**src/rtl/car_sensor_gen_pkg.sv**
```systemverilog
// car_gen_pkg: shared state enum, direction codes and {a,b} sensor patterns for car_sensor_gen (reverse states need CAR_GEN_ABORT_EN)
package car_gen_pkg;
`ifdef CAR_GEN_ABORT_EN
  typedef enum logic [2:0] {IDLE, S_FIRST, S_BOTH, S_SECOND, GAP, R_BOTH, R_FIRST} state_t;
`else
  typedef enum logic [2:0] {IDLE, S_FIRST, S_BOTH, S_SECOND, GAP} state_t;
`endif
  localparam logic DIR_ENTER = 1'b0;
  localparam logic DIR_EXIT = 1'b1;
  localparam logic [1:0] PAT_NONE = 2'b00;
  localparam logic [1:0] PAT_A = 2'b10;
  localparam logic [1:0] PAT_B = 2'b01;
  localparam logic [1:0] PAT_AB = 2'b11;
  function automatic logic [1:0] sensor_pat(input state_t s, input logic d);
    logic [1:0] f;
    f = (d == DIR_ENTER) ? PAT_A : PAT_B;
    case (s)
      S_FIRST: return f;
      S_BOTH: return PAT_AB;
      S_SECOND: return (f == PAT_A) ? PAT_B : PAT_A;
`ifdef CAR_GEN_ABORT_EN
      R_BOTH: return PAT_AB;
      R_FIRST: return f;
`endif
      default: return PAT_NONE;
    endcase
  endfunction
endpackage

```
**src/rtl/car_sensor_gen_phase_timer.sv**
```systemverilog
// phase_timer: PHASE_W-bit phase down-counter (clk, reset, load, len -> expire); zero-length loads count as one cycle
module phase_timer #(
  parameter int PHASE_W = 8
) (
  input  logic               clk,
  input  logic               reset,
  input  logic               load,
  input  logic [PHASE_W-1:0] len,
  output logic               expire
);
  logic [PHASE_W-1:0] r_cnt;
  always_ff @(posedge clk)
    r_cnt <= reset ? '0 :
             load ? ((len == '0) ? '0 : len - PHASE_W'(1)) :
             (r_cnt != '0) ? r_cnt - PHASE_W'(1) : r_cnt;
  assign expire = (r_cnt == '0);
endmodule

```
**src/rtl/car_sensor_gen.sv**
```systemverilog
// car_sensor_gen: emulates a car passing sensors a/b (clk, reset, start, dir, len -> ready, a, b, done; abort -> aborted when CAR_GEN_ABORT_EN)
module car_sensor_gen
  import car_gen_pkg::*;
#(
  parameter int PHASE_W = 8
) (
  input  logic               clk,
  input  logic               reset,
  input  logic               start,
  input  logic               dir,
  input  logic [PHASE_W-1:0] len,
`ifdef CAR_GEN_ABORT_EN
  input  logic               abort,
  output logic               aborted,
`endif
  output logic               ready,
  output logic               a,
  output logic               b,
  output logic               done
);
  state_t r_state, w_next;
  logic r_dir;
  logic [PHASE_W-1:0] r_len, w_tlen;
  logic w_exp, w_load, w_accept, w_gap_in, w_was_abt;
  logic [1:0] w_pat;
`ifdef CAR_GEN_ABORT_EN
  logic r_abt, w_abt;
  assign w_abt = abort && (r_state == S_FIRST || r_state == S_BOTH || r_state == S_SECOND);
  assign w_was_abt = r_abt || w_abt;
`else
  assign w_was_abt = 1'b0;
`endif
  assign w_accept = (r_state == IDLE) && start;
  assign ready = (r_state == IDLE);
  always_comb begin
    w_next = r_state;
    case (r_state)
      IDLE: w_next = start ? S_FIRST : IDLE;
      S_FIRST: w_next = w_exp ? S_BOTH : S_FIRST;
      S_BOTH: w_next = w_exp ? S_SECOND : S_BOTH;
      S_SECOND: w_next = w_exp ? GAP : S_SECOND;
      GAP: w_next = w_exp ? IDLE : GAP;
`ifdef CAR_GEN_ABORT_EN
      R_BOTH: w_next = w_exp ? R_FIRST : R_BOTH;
      R_FIRST: w_next = w_exp ? GAP : R_FIRST;
`endif
      default: w_next = IDLE;
    endcase
`ifdef CAR_GEN_ABORT_EN
    if (w_abt) w_next = (r_state == S_FIRST) ? GAP : (r_state == S_BOTH) ? R_FIRST : R_BOTH;
`endif
  end
  assign w_load = (w_next != r_state);
  assign w_tlen = (r_state == IDLE) ? len : r_len;
  assign w_pat = sensor_pat(w_next, (r_state == IDLE) ? dir : r_dir);
  assign w_gap_in = (w_next == GAP) && (r_state != GAP);
  phase_timer #(.PHASE_W(PHASE_W)) u_timer (
    .clk(clk),
    .reset(reset),
    .load(w_load),
    .len(w_tlen),
    .expire(w_exp)
  );
  always_ff @(posedge clk) begin
    if (reset) begin
      r_state <= IDLE;
      {a, b} <= PAT_NONE;
      done <= 1'b0;
      r_dir <= 1'b0;
      r_len <= '0;
    end else begin
      r_state <= w_next;
      {a, b} <= w_pat;
      done <= w_gap_in && !w_was_abt;
      if (w_accept) begin
        r_dir <= dir;
        r_len <= len;
      end
    end
  end
`ifdef CAR_GEN_ABORT_EN
  always_ff @(posedge clk) begin
    if (reset) begin
      r_abt <= 1'b0;
      aborted <= 1'b0;
    end else begin
      r_abt <= w_accept ? 1'b0 : w_was_abt;
      aborted <= w_gap_in && w_was_abt;
    end
  end
`endif
endmodule

```
**config.mk**
```make
export PLATFORM = sky130hd
export DESIGN_NAME = car_sensor_gen
export DESIGN_NICKNAME = d
export VERILOG_FILES = /design/src/rtl/car_sensor_gen_pkg.sv /design/src/rtl/car_sensor_gen_phase_timer.sv /design/src/rtl/car_sensor_gen.sv
export SDC_FILE = /design/constraint.sdc
export NUM_CORES = 1
export LEC_CHECK = 0
export CAP_MARGIN = 20
export CORE_ASPECT_RATIO = 0.5
export CORE_MARGIN = 3
export CORE_UTILIZATION = 51
export CTS_CLUSTER_SIZE = 14
export DETAILED_ROUTE_END_ITERATION = 16
export GPL_TIMING_DRIVEN = 0
export PLACE_DENSITY_LB_ADDON = 0.1
export SETUP_SLACK_MARGIN = 0.1
export SLEW_MARGIN = 30
export SYNTH_ARGS = -nofsm -noshare
export SYNTH_HDL_FRONTEND = slang
export SYNTH_SLANG_ARGS = --single-unit
export TNS_END_PERCENT = 5
```
**constraint.sdc**
```tcl
create_clock -name clk -period 2.6 [get_ports clk]
set_input_delay 0.26 -clock clk [delete_from_list [all_inputs] [get_ports clk]]
set_output_delay 0.26 -clock clk [all_outputs]
set_load 0.02 [all_outputs]
```
==> results of run 1 <==
## worst max-delay path: cells and delay by family, from the launching register on
family / cells / cell delay, ns
multiplexers: 2 / 0.44
flip-flops: 1 / 0.37
adder cells (fa/ha/maj): 1 / 0.23
XOR/XNOR: 1 / 0.13
AO/OA/AOI/OAI: 1 / 0.09
buffers and inverters: 2 / 0.33
AND/OR/NAND/NOR: 2 / 0.61
## cell type report
cell class	instances	area, µm²	share of cell area, %
multi-input combinational	137	990	55.8
sequential	23	460	26.0
timing repair buffer	18	173	9.73
tap	37	46.3	2.61
clock buffer	4	45.0	2.54
buffer	9	45.0	2.54
inverter	4	15.0	0.846
## metal layers
layer / wire (µm) / GRT usage [%] / vias up
li1: - / - / 667
met1: 1700 / 27.2 / 621
met2: 1580 / 33.4 / 33
met3: 153 / 5.49 / 2
met4: 8 / 2.93 / 0
met5: 0 / 0 / -
## registers in the layout, indices dropped and copies added, names as in the netlist
register,flops
r_len,8
r_dir,1
a,1
b,1
done,1
r_state,3
u_timer.r_cnt,8
## cell usage in the layout, fill, tap and decap left out, types with 2 or more instances in the layout
master	instances
inv_1	4
clkbuf_1	4
and2_1	2
or4_4	2
a21oi_1	17
mux2i_1	7
ha_1	4
nor2_1	7
buf_2	3
dfxtp_1	23
o32ai_1	2
mux2_2	2
nor3b_1	3
nor4_2	2
nor2_2	2
clkdlybuf4s50_1	15
xnor2_1	9
a221oi_1	2
a31oi_1	2
or3_1	4
nor3_1	7
o21ai_0	2
o22ai_1	3
buf_4	5
nand2_1	27
clkbuf_8	3
xor2_1	7
a2111oi_2	3
## cell families after synthesis
logic type               synth area share [%]
AO/OA/AOI/OAI                            18.0
adder cells (fa/ha/maj)                  3.33
multiplexers                             6.82
flip-flops                               30.6
AND/OR/NAND/NOR                          28.1
XOR/XNOR                                 9.32
buffers and inverters                    3.83
## path summary, 6_finish.rpt
kind,start,endpoint
setup / recovery,r_state[0],u_timer.r_cnt[4]
setup reg to reg,r_state[0],u_timer.r_cnt[4]
hold reg to reg,r_dir,r_dir
hold / removal,r_dir,r_dir
## metrics by stage
step           hold slack (ns)  instances  total power [mW]  area, µm²  util (%)
6_report                 0.481        232              1.81       1770      65.7
5_1_grt                  0.506        232              1.94       1770      65.7
4_1_cts                  0.484        229              1.77       1750      64.7
3_5_place_dp             0.472        225              1.53       1700      63.0
3_3_place_gp             0.455        225              1.50       1700      63.0
2_1_floorplan            0.336        173              1.31       1500         -
## power by group through the flow
stage                     clock network, mW  logic (mW)  registers [mW]
final                                 0.234        1.04           0.536
after global routing                  0.247        1.15           0.547
after CTS                             0.233       0.999           0.534
after detailed placement                  0       0.984           0.542
after global placement                    0       0.965           0.540
after floorplan                           0       0.771           0.537
## what timing repair did
action / 4_1_cts / 5_1_grt
setup buffers: 0 / 3
pin swaps: 0 / 1
cloned: 0 / 0
endpoints found under the setup margin: 1 / 2
resized for setup: 1 / 1
endpoints found under the hold margin: 0 / 0
==> results.toml, run 1 <==
[status]
run_status = "completed"

[cells_and_area]
fill_cell_count = 262
drive_gt1_share_pct = 15.9
antennaDiodeCount = 0
number_of_nets_in_the_layout = 212
syn_to_final_growth_pct = 18.0

[critical_path]
setup.worst_path.end_class = "flip-flop"
reg2reg_slack_ns = 0.28
critPathKind = "reg2reg"
cp_slowest_cell = "dfxtp_1"
cp_max_fo = 10
timing.critical_path.from_type = "flip-flop"
ff2ff_path_depth = 9
critical_path_arrival_ns = 2.48
critPathRequiredTime_ns = 2.76
cpPeakStageDelay_ns = 0.37
path_cells = "nor3_4, buf_4, mux2i_2, ha_1, inv_1, or3_1, xnor2_1, mux2i_1, o22ai_1"

[synth]
synth_common_cells = "nand2_1, dfxtp_1, a21oi_1, xnor2_1, mux2i_1"
synthDistinctLibCells = 47
cell_with_the_most_instances_after_synthesis = "nand2_1"
post_synth_net_total = 189
ys_async_sr_fraction_pct = 0
synthesis.area_per_instance_um2 = 8.69
synth-seq-area-share_pct = 30.6
synth_top_flop_cell = "dfxtp_1"
synth_warnings = 0
netlist.area_leader.share_pct = 30.6
netlist_instances = 173
syn-cell-area_mm2 = 0.00150
yosys_register_bits = 23
yosysTopAreaCell = "dfxtp_1"
post_synth_main_area_contributors = "dfxtp_1, nand2_1, a21oi_1"
count_of_flip_flops_with_a_built_in_enable_after_synthesis = 0

[clock_tree]
insertion_delay_ns = 0.27
tritoncts.num_buffers = 3
ctsRootBufferMaster = "clkbuf_8"
max-clock-path-buffers = 2
ctsHoldBuffers = 0
tritoncts = "built"
cts-htree-levels = 1
cts.sinks = 23
path_clk_slew_ns = 0.09

[detailed_routing]
drt_pre_antenna_iters = 4
avgRoutedWirePerCell_um = 14.8
finalWirelength_um = 3440
detail-route-antenna-nets = 0
detail_route.drc_violations = 0
drt-initial-drc-count = 49
avgViaCountPerCell = 5.70
vias = 1323

[die]
die_y_um = 44.4
placement_rows = 13
design.die.area_mm2 = 0.00368
initial_core_util_pct = 55.7
die-width_um = 82.8
num_io_pins = 16
coreArea_mm2 = 0.00270

[power]
cell_internal_power_dissipation_mw = 1.03
comb_power_share_pct = 57.4
ir_drop_v = 0.000407
leakagePower_nw = 0.674
clkPwrFrac_pct = 13.0
p_sw_share_pct = 42.8
share_seq_of_total_power_pct = 29.7
power_per_cell_area_mw_per_mm2 = 1020
switchingPower_uw = 774

[timing]
setup_slack_ns = 0.281
achievable-frequency_mhz = 431
final_setup_violating_endpoints = 0
final.min_clock_period_ns = 2.32
tns_ns = 0
timing_max_transition_violations_final = 0
max_slew_margin_pct = 60.0
final-hold-violation-count = 0
clock-skew-final_ns = 0.00383
worstMarginPinSlew_ns = 0.600
timing.final.crit_share_pct = 89.2
setup_repair_after_global_routing_missed_its_margin = "no"

[grt]
global_route_wire_length_before_repair_um = 5590
largest_net_degree_at_the_start_of_global_routing = 13
globalRouteOverflowTotal = 0
grt_pass1_vias = 1211
grt_antenna_before_repair = 0
globalRouteTotalUtil_pct = 20.2

[place]
count_of_input_and_output_buffers = 15
place_hpwl_um = 2530
dp_worst_setup_slack_ns = 0.0704
gp_congestion = 0.818

[job]
maxCapViolCount = 0

[hold_path]
hp-class = "reg2reg"
whs_path_depth = 2
Note: power is estimated with default switching activity, not from simulation.
==> run 2: changes to the inputs <==
--- a/config.mk
+++ b/config.mk
@@ -13,6 +13,7 @@
 export DETAILED_ROUTE_END_ITERATION = 16
 export GPL_TIMING_DRIVEN = 0
 export PLACE_DENSITY_LB_ADDON = 0.1
+export REMOVE_ABC_BUFFERS = 1
 export SETUP_SLACK_MARGIN = 0.1
 export SLEW_MARGIN = 30
 export SYNTH_ARGS = -nofsm -noshare
==> results.toml, run 2 (synthesis gave the netlist of run 1 again) <==
[status]
run_status = "completed"

[clock_tree]
ctsRootBufferMaster = "clkbuf_8"
max-clock-path-buffers = 2
insertion_delay_ns = 0.26
path_clk_slew_ns = 0.08
cts-htree-levels = 1
tritoncts = "built"
tritoncts.num_buffers = 3
cts.sinks = 23

[critical_path]
critPathRequiredTime_ns = 2.75
reg2reg_slack_ns = 0.23
critPathKind = "reg2reg"
cp_slowest_cell = "dfxtp_1"
path_cells = "nor3_4, mux2i_2, ha_1, inv_1, or3_1, xnor2_1, mux2i_1, o22ai_1"
critical_path_arrival_ns = 2.52
r2r-start = "r_state[2]"
setup.worst_path.end_class = "flip-flop"
cpPeakStageDelay_ns = 0.48
crit_start = "r_state[2]"
cp_max_fo = 12
timing.critical_path.from_type = "flip-flop"

[detailed_routing]
drt-initial-drc-count = 81
met3RoutedLength_um = 150
wirelength_met1_um = 1560
vias = 1278
detail-route-antenna-nets = 0
maxUsedRoutingLayer = "met4"
avgViaCountPerCell = 5.68
wl_met2_um = 1420
finalWirelength_um = 3140
detail_route.drc_violations = 0
drt_pre_antenna_iters = 4
avgRoutedWirePerCell_um = 14.0

[place]
place_hpwl_um = 2220
gp_congestion = 0.780
count_of_input_and_output_buffers = 15
dp_worst_setup_slack_ns = -0.119
placed_cells = 216
detailed_place.area_mm2 = 0.00166

[power]
power_per_cell_area_mw_per_mm2 = 1010
ir_drop_v = 0.000430
leakagePower_nw = 0.652
totalPowerFinal_mw = 1.77

[grt]
global_route_wire_length_before_repair_um = 5480
grt_pass1_vias = 1184
largest_net_degree_at_the_start_of_global_routing = 23
globalRouteOverflowTotal = 0
globalRouteTotalUtil_pct = 19.7
grt_antenna_before_repair = 0

[die]
initial_core_util_pct = 55.7
num_io_pins = 16
design.die.area_mm2 = 0.00368
placement_rows = 13
coreArea_mm2 = 0.00270
die-width_um = 82.8
die_y_um = 44.4

[timing]
worstMarginPinSlew_ns = 0.917
setup_slack_ns = 0.230
final-hold-violation-count = 0
timing.final.crit_share_pct = 91.2
setup_repair_after_global_routing_missed_its_margin = "no"
final_setup_violating_endpoints = 0
timing_max_transition_violations_final = 0
clock-skew-final_ns = 0.00441
max_slew_margin_pct = 38.7
achievable-frequency_mhz = 422
final.min_clock_period_ns = 2.37

[cells_and_area]
layout.core_utilization_pct = 64.8
layout_commonest_cell = "nand2_1"
layout.cell_area.non_filler_mm2 = 0.00175
number_of_nets_in_the_layout = 205
biggestRegsByFlops = "r_len (8), u_timer.r_cnt (8), r_state (3)"
antennaDiodeCount = 0
most-common-layout-cells = "nand2_1, dfxtp_1, a21oi_1"
syn_to_final_growth_pct = 16.3
fill_cell_count = 238
count_of_non_filler_cells_in_the_finished_layout = 225
drive_gt1_share_pct = 16.0

[hold_path]
hp-class = "reg2reg"
hold_startpoint = "r_dir"

[job]
maxCapViolCount = 0
[run 2: metrics by stage]
step / TNS (ns) / hold WS [ns]
after floorplan: 0 / 0.329
after global placement: -0.123 / 0.454
after detailed placement: -0.119 / 0.459
after CTS: 0 / 0.471
after global routing: 0 / 0.508
final: 0 / 0.468
[run 2: report_power, final]
group / switching, mW / internal, mW / leakage [nW]
Combinational: 0.522 / 0.471 / 0.439
Sequential: 0.117 / 0.441 / 0.190
Clock: 0.115 / 0.109 / 0.0228
Total: 0.753 / 1.02 / 0.652
[run 2: critical path: cells and delay by family, from the launching register on]
family,cells,cell delay [ns]
simple gates,2,0.75
flops,1,0.48
mux,2,0.47
fa+ha+maj,1,0.23
xor+xnor,1,0.14
buf+inv,1,0.09
compound gates,1,0.09
[run 2: per-layer routing]
layer / global-route usage [%] / vias to the layer above
li1: - / 653
met1: 26.6 / 601
met2: 31.8 / 22
met3: 5.49 / 2
met4: 3.58 / 0
met5: 0 / -
[run 2: final timing paths]
path / end / cells after the start
worst min-delay path: r_dir / 2
worst min register to register: r_dir / 2
worst max register to register: u_timer.r_cnt[4] / 8
worst max-delay path: u_timer.r_cnt[4] / 8
[run 2: cell type report]
| cell class | instances | area, µm² | area share [%] |
|---|---|---|---|
| Clock buffer | 4 | 45.0 | 2.58 |
| Inverter | 4 | 15.0 | 0.858 |
| Multi-Input combinational cell | 137 | 993 | 56.8 |
| Sequential cell | 23 | 462 | 26.4 |
| Tap cell | 37 | 46.3 | 2.65 |
| Timing Repair Buffer | 20 | 188 | 10.7 |
[run 2: timing repair]
item | 4_1_cts | 5_1_grt
endpoints found under the hold margin | 0 | 0
setup buffers | 3 | 2
hold buffers | 0 | 0
gates resized for setup | 0 | 3
pin swaps | 1 | 1
setup endpoints to repair | 2 | 1
==> run 3: changes to the inputs <==
--- a/config.mk
+++ b/config.mk
@@ -9,9 +9,10 @@
 export CORE_ASPECT_RATIO = 0.5
 export CORE_MARGIN = 3
 export CORE_UTILIZATION = 51
-export CTS_CLUSTER_SIZE = 14
+export CTS_CLUSTER_SIZE = 40
 export DETAILED_ROUTE_END_ITERATION = 16
 export GPL_TIMING_DRIVEN = 0
+export HOLD_SLACK_MARGIN = 0.03
 export PLACE_DENSITY_LB_ADDON = 0.1
 export REMOVE_ABC_BUFFERS = 1
 export SETUP_SLACK_MARGIN = 0.1
==> results of run 3 <==
Final layout, timing and power as in run 2 (identical DEF).
